<file path="src/rtl/rand_xorshift_buf.sv">
// Synthesizable xorshift32 random word source with multi-chunk assembly, runtime
// reseeding and a first-word fall-through prefetch FIFO.
module rand_xorshift_buf #(
  parameter int unsigned WIDTH = 32,
  parameter int unsigned DEPTH = 2,
  parameter logic [31:0] SEED  = 32'h1
) (
  input  logic                       CLK,
  input  logic                       RESET,
  input  logic                       REQ_WRITE,
  output logic [WIDTH-1:0]           RESP_READ,
  output logic                       RESP_READ_VALID,
  input  logic                       SEED_WRITE,
  input  logic [31:0]                SEED_DATA,
  output logic                       UNDERFLOW,
  output logic [$clog2(DEPTH+1)-1:0] LEVEL
);

  localparam int unsigned NWORDS = (WIDTH + 31) / 32;
  localparam int unsigned LW     = $clog2(DEPTH + 1);
  localparam int unsigned PW     = (DEPTH > 1) ? $clog2(DEPTH) : 1;
  localparam int unsigned CW     = (NWORDS > 1) ? $clog2(NWORDS) : 1;
  localparam int unsigned AW     = NWORDS * 32;

  localparam logic [31:0]   SeedInit  = (SEED == 32'h0) ? 32'h1 : SEED;
  localparam logic [CW-1:0] LastChunk = CW'(NWORDS - 1);
  localparam logic [PW-1:0] LastPtr   = PW'(DEPTH - 1);
  localparam logic [LW-1:0] DepthLv   = LW'(DEPTH);

  logic [31:0]      state_q, state_d, next_state;
  logic [CW-1:0]    chunk_q, chunk_d;
  logic [AW-1:0]    asm_q, asm_d, asm_wr;
  logic [WIDTH-1:0] mem_q [DEPTH];
  logic [WIDTH-1:0] mem_d [DEPTH];
  logic [PW-1:0]    rd_ptr_q, rd_ptr_d, wr_ptr_q, wr_ptr_d;
  logic [LW-1:0]    level_q, level_d;
  logic             underflow_q, underflow_d;
  logic             pop, adv, push, last;

  function automatic logic [31:0] xs_step(input logic [31:0] x);
    logic [31:0] y;
    y = x ^ (x << 13);
    y = y ^ (y >> 17);
    y = y ^ (y << 5);
    return y;
  endfunction

  always_comb begin
    next_state = xs_step(state_q);
    last       = (chunk_q == LastChunk);
    pop        = REQ_WRITE & (level_q != '0) & ~SEED_WRITE;
    // Advance only if the pushed word is guaranteed a free slot after this edge's pop.
    adv        = ~SEED_WRITE & ((level_q - LW'(pop)) < DepthLv);
    push       = adv & last;

    asm_wr = asm_q;
    for (int k = 0; k < int'(NWORDS); k++) begin
      if (CW'(k) == chunk_q) asm_wr[k*32 +: 32] = next_state;
    end

    state_d     = state_q;
    chunk_d     = chunk_q;
    asm_d       = asm_q;
    mem_d       = mem_q;
    rd_ptr_d    = rd_ptr_q;
    wr_ptr_d    = wr_ptr_q;
    level_d     = level_q;
    underflow_d = underflow_q;

    if (SEED_WRITE) begin
      state_d     = (SEED_DATA == 32'h0) ? 32'h1 : SEED_DATA;
      chunk_d     = '0;
      asm_d       = '0;
      rd_ptr_d    = '0;
      wr_ptr_d    = '0;
      level_d     = '0;
      underflow_d = 1'b0;
    end else begin
      if (REQ_WRITE && (level_q == '0)) underflow_d = 1'b1;
      if (adv) begin
        state_d = next_state;
        asm_d   = asm_wr;
        chunk_d = last ? '0 : chunk_q + CW'(1);
      end
      if (push) begin
        mem_d[wr_ptr_q] = asm_wr[WIDTH-1:0];
        wr_ptr_d        = (wr_ptr_q == LastPtr) ? '0 : wr_ptr_q + PW'(1);
      end
      if (pop) rd_ptr_d = (rd_ptr_q == LastPtr) ? '0 : rd_ptr_q + PW'(1);
      level_d = level_q + LW'(push) - LW'(pop);
    end
  end

  always_ff @(posedge CLK or negedge RESET) begin
    if (!RESET) begin
      state_q     <= SeedInit;
      chunk_q     <= '0;
      asm_q       <= '0;
      mem_q       <= '{default: '0};
      rd_ptr_q    <= '0;
      wr_ptr_q    <= '0;
      level_q     <= '0;
      underflow_q <= 1'b0;
    end else begin
      state_q     <= state_d;
      chunk_q     <= chunk_d;
      asm_q       <= asm_d;
      mem_q       <= mem_d;
      rd_ptr_q    <= rd_ptr_d;
      wr_ptr_q    <= wr_ptr_d;
      level_q     <= level_d;
      underflow_q <= underflow_d;
    end
  end

  always_comb begin
    RESP_READ_VALID = (level_q != '0);
    RESP_READ       = RESP_READ_VALID ? mem_q[rd_ptr_q] : '0;
    UNDERFLOW       = underflow_q;
    LEVEL           = level_q;
  end

endmodule

</file>
<file path="config.mk">
export PLATFORM = sky130hd
export DESIGN_NAME = rand_xorshift_buf
export DESIGN_NICKNAME = d
export VERILOG_FILES = /design/src/rtl/rand_xorshift_buf.sv
export SDC_FILE = /design/constraint.sdc
export NUM_CORES = 1
export LEC_CHECK = 0
export BUFFER_PORTS_ARGS = -buffer_cell sky130_fd_sc_hd__clkbuf_2
export CORE_ASPECT_RATIO = 1.4
export CORE_MARGIN = 5
export CORE_UTILIZATION = 54
export CTS_BUF_LIST = sky130_fd_sc_hd__clkbuf_2 sky130_fd_sc_hd__clkbuf_4 sky130_fd_sc_hd__clkbuf_8
export DETAILED_ROUTE_END_ITERATION = 10
export PLACE_DENSITY = 0.79
export SKIP_LAST_GASP = 1
export SYNTH_ARGS = -nofsm -noshare
export SYNTH_HDL_FRONTEND = slang
export SYNTH_SLANG_ARGS = --single-unit
</file>
<file path="constraint.sdc">
create_clock -name CLK -period 2 [get_ports CLK]
set_clock_uncertainty 0.2 [all_clocks]
set_input_delay 0.1 -clock CLK [delete_from_list [all_inputs] [get_ports CLK]]
set_output_delay 0.1 -clock CLK [all_outputs]
set_load 0.1 [all_outputs]
</file>
==> impl.org <==
** Layout
- Compared with the post-synthesis result, the final layout area differs by 42.0%.
- Proportion of layout cells with a drive suffix above 1 :: 0.263
- Diodes inserted :: 0
- The final layout contains 722 nets.
- Core utilization of the finished layout :: 0.785

** Die
- In this run the standard cell core region covers 9510 um2.
- Effective utilization at floorplan :: 0.553
- The floorplan step set the die height to 127 um.
- In this run the core area contains 42 standard-cell rows.
- Measured along the x axis, the die boundary spans 93.4 um.
- The die covers 11800 um2.
- In this run the count of I/O pins placed on the die edge is 72.

** Clocking
- TritonCTS clock tree :: done
- H-Tree Depth :: 3
- Counting the buffers created by CTS gives 9.
- Clk sinks :: 101
- CTS max path bufs :: 2
- Clock slew seen by the registers of the worst setup and hold paths :: 0.10 ns
- Latest clock arrival within the worst-skew pair :: 0.38 ns
- The cell sitting at the root of the clock tree is a sky130_fd_sc_hd__clkbuf_8.

** Detailed routing
- Detailed routing placed a total of 726 um of wire on met3.
- After detailed routing, the number of remaining DRC violations is 0.
- After detailed routing, the met2 layer carries 7970 um of wire.
- Vias after detailed routing :: 4549
- Number of DRC markers in iteration 0 :: 378
- After detailed routing, the wire length on met1 is 5880 um.
- Number of search-and-repair iterations in the first detailed-routing pass :: 5
- Wirelength, routed :: 15100 um
- DR top layer :: met4
- The count of nets left with antenna violations once routing finished came out at 0.
- After detailed routing, the number of vias per cell comes to 5.54.
- In the final routed layout, each cell accounts on average for 18.4 um.

** Logic synthesis
- Synthesis produced a netlist with a net count of 590.
- Post-synth design cell area :: 5260 um2
- Among all cell types in the netlist, the one instantiated most often is sky130_fd_sc_hd__dfrtp_1.
- In this run, synthesis produced a sequential element count of 101.
- Counting flops with a built-in enable in the synthesized netlist gives 0.
- Synthesis produced a netlist whose cell count is 552.
- The synthesized design spends more area on one cell type than any other, namely sky130_fd_sc_hd__dfrtp_1.
- After synthesis, the mean cell area works out to 9.53 um2.
- Primary FF master, synth :: sky130_fd_sc_hd__dfrtp_1
- Number of distinct library cells after synthesis :: 33
- Yosys attributes the largest share of cell area to sky130_fd_sc_hd__dfrtp_1, sky130_fd_sc_hd__xnor2_1, sky130_fd_sc_hd__o21ai_0.
- The Yosys step of the flow raised 0 warnings.
- Of the post-synthesis cell area, the dominant cell type holds 0.476.
- Sequential share of the synthesized area :: 0.481
- After synthesis, the share of flip-flops with an asynchronous set or reset is 1.00.
- Most frequent cells after synthesis :: sky130_fd_sc_hd__dfrtp_1, sky130_fd_sc_hd__nand2_1, sky130_fd_sc_hd__o21ai_0

** Global routing
- First-pass GRT wire length :: 24100 um
- Summed over all layers, the global routing overflow is 0.
- In the global route stage, overall resource usage came out at 0.262.
- The initial antenna violation count was 0.
- Pin count of the biggest net entering global routing :: 65
- Number of global-route vias before repair :: 4635

** Worst setup path
- CP Data Arrival Time :: 1.74 ns
- Crit path capture type :: primary output
- Worst setup path category :: reg -> out
- WP data required :: 1.70 ns
- The worst setup path is launched from a register.
- CP Max Fanout :: 9

** Status
- The checks that failed: setup timing.
- Outcome :: finished with violations

** Timing
- For the pin with the worst max-slew slack, the measured transition is 0.548 ns.
- Number of endpoints failing setup at the final stage :: 33
- Final hold violation count :: 0
- After routing, the total negative slack on setup checks comes to -0.612 ns.
- Minimum clock period :: 2.04 ns
- RSZ-0062 raised after global routing :: yes
- Headroom to the max-slew limit came out at 0.636.
- Achievable frequency :: 0.490 GHz
- Across all setup checks in the final design, the least slack found is -0.0406 ns.
- Pins over their slew limit :: 0
- Final cycle utilization of the critical path :: 1.02

** Job
- Max-cap violations in this run came to 0.

** Place
- Before CTS, the worst setup slack after placement is 0.00725 ns.
- Count of buffers from port buffering :: 71
- Routability-driven placement finished with a final weighted congestion of 0.923.
- Half-perimeter wire length after detailed placement :: 10200 um

** Hold path
- In this run the worst hold path is classified as in -> async.
-- state kept, by name, summed over array words and instances (netlist names) --
name       flops
LEVEL          2
state_q       32
rd_ptr_q       1
mem_q         64
UNDERFLOW      1
wr_ptr_q       1
-- worst paths after layout --
kind,from,endpoint,slack [ns],cells past startpoint
worst min-delay path,RESET,state_q[28],0.02,2
worst max register to register,LEVEL[0],LEVEL[0],0,8
min in group CLK,mem_q[55],mem_q[55],0.29,2
worst min register to register,mem_q[55],mem_q[55],0.29,2
worst max-delay path,LEVEL[0],RESP_READ[18],-0.04,5
max in group asynchronous,RESET,mem_q[20],0.95,3
-- placed cells by master, fill, tap and decap left out, types with 8 or more instances in the layout --
master	n
sky130_fd_sc_hd__a21oi_1	13
sky130_fd_sc_hd__and2_1	12
sky130_fd_sc_hd__buf_12	39
sky130_fd_sc_hd__buf_4	37
sky130_fd_sc_hd__clkbuf_2	37
sky130_fd_sc_hd__clkbuf_8	9
sky130_fd_sc_hd__dfrtp_1	97
sky130_fd_sc_hd__dlygate4sd3_1	40
sky130_fd_sc_hd__mux2i_1	32
sky130_fd_sc_hd__nand2_1	82
sky130_fd_sc_hd__nor2_1	33
sky130_fd_sc_hd__nor2_4	31
sky130_fd_sc_hd__nor4_1	8
sky130_fd_sc_hd__o21ai_0	70
sky130_fd_sc_hd__o31ai_1	9
sky130_fd_sc_hd__xnor2_1	47
sky130_fd_sc_hd__xor2_1	20
-- what timing repair did --
| action | in CTS | in global routing |
|---|---|---|
| hold endpoints to repair | 136 | 0 |
| pin swaps | 1 | 4 |
| gates cloned | 1 | 1 |
| endpoints found under the setup margin | 24 | 21 |
| buffers inserted | 1 | 3 |
| hold buffers | 40 | 0 |
| gates resized for setup | 0 | 6 |
-- per-layer routing --
metal,global-route usage,up-vias
met5,0,-
met2,0.453,170
li1,-,2120
met4,0.127,0
met1,0.322,2221
met3,0.0326,38
-- logic make-up (layout without fill, tap and decap cells) --
| logic type | Yosys count | after routing | synth area share |
|---|---|---|---|
| compound gates | 113 | 113 | 0.123 |
| flops | 101 | 101 | 0.481 |
| xor+xnor | 77 | 77 | 0.147 |
| fa+ha+maj | 2 | 2 | 0.00476 |
| buf+inv | 40 | 177 | 0.0295 |
| mux | 36 | 36 | 0.0694 |
| simple gates | 183 | 183 | 0.146 |
-- cell type report --
| cell class | count | area [um2] |
|---|---|---|
| clock buffer | 10 | 131 |
| clock inverter | 6 | 63.8 |
| fill | 564 | 2040 |
| inverter | 6 | 26.3 |
| multi-input combinational | 411 | 2840 |
| sequential | 101 | 2540 |
| tap | 132 | 165 |
| timing repair buffer | 155 | 1700 |
-- worst max-delay path, cell delays in order (launching register included) --
cell,delay (ns)
sky130_fd_sc_hd__dfrtp_4,0.52
sky130_fd_sc_hd__nor2_4,0.20
sky130_fd_sc_hd__buf_4,0.20
sky130_fd_sc_hd__buf_12,0.17
sky130_fd_sc_hd__nor2_1,0.09
sky130_fd_sc_hd__buf_12,0.17
-- per-stage QoR --
stage	cell area (um2)	hold slack, ns	std cells
6_report	7470	0.0171	821
5_1_grt	7470	0.0723	821
4_1_cts	7400	0.0184	817
3_5_place_dp	6770	-0.112	759
3_3_place_gp	6770	-0.112	759
2_1_floorplan	5520	-0.396	552
Power is left out: the tool's default activity adds up to more than one toggle a clock period on the data nets, which glitch-free logic cannot reach.
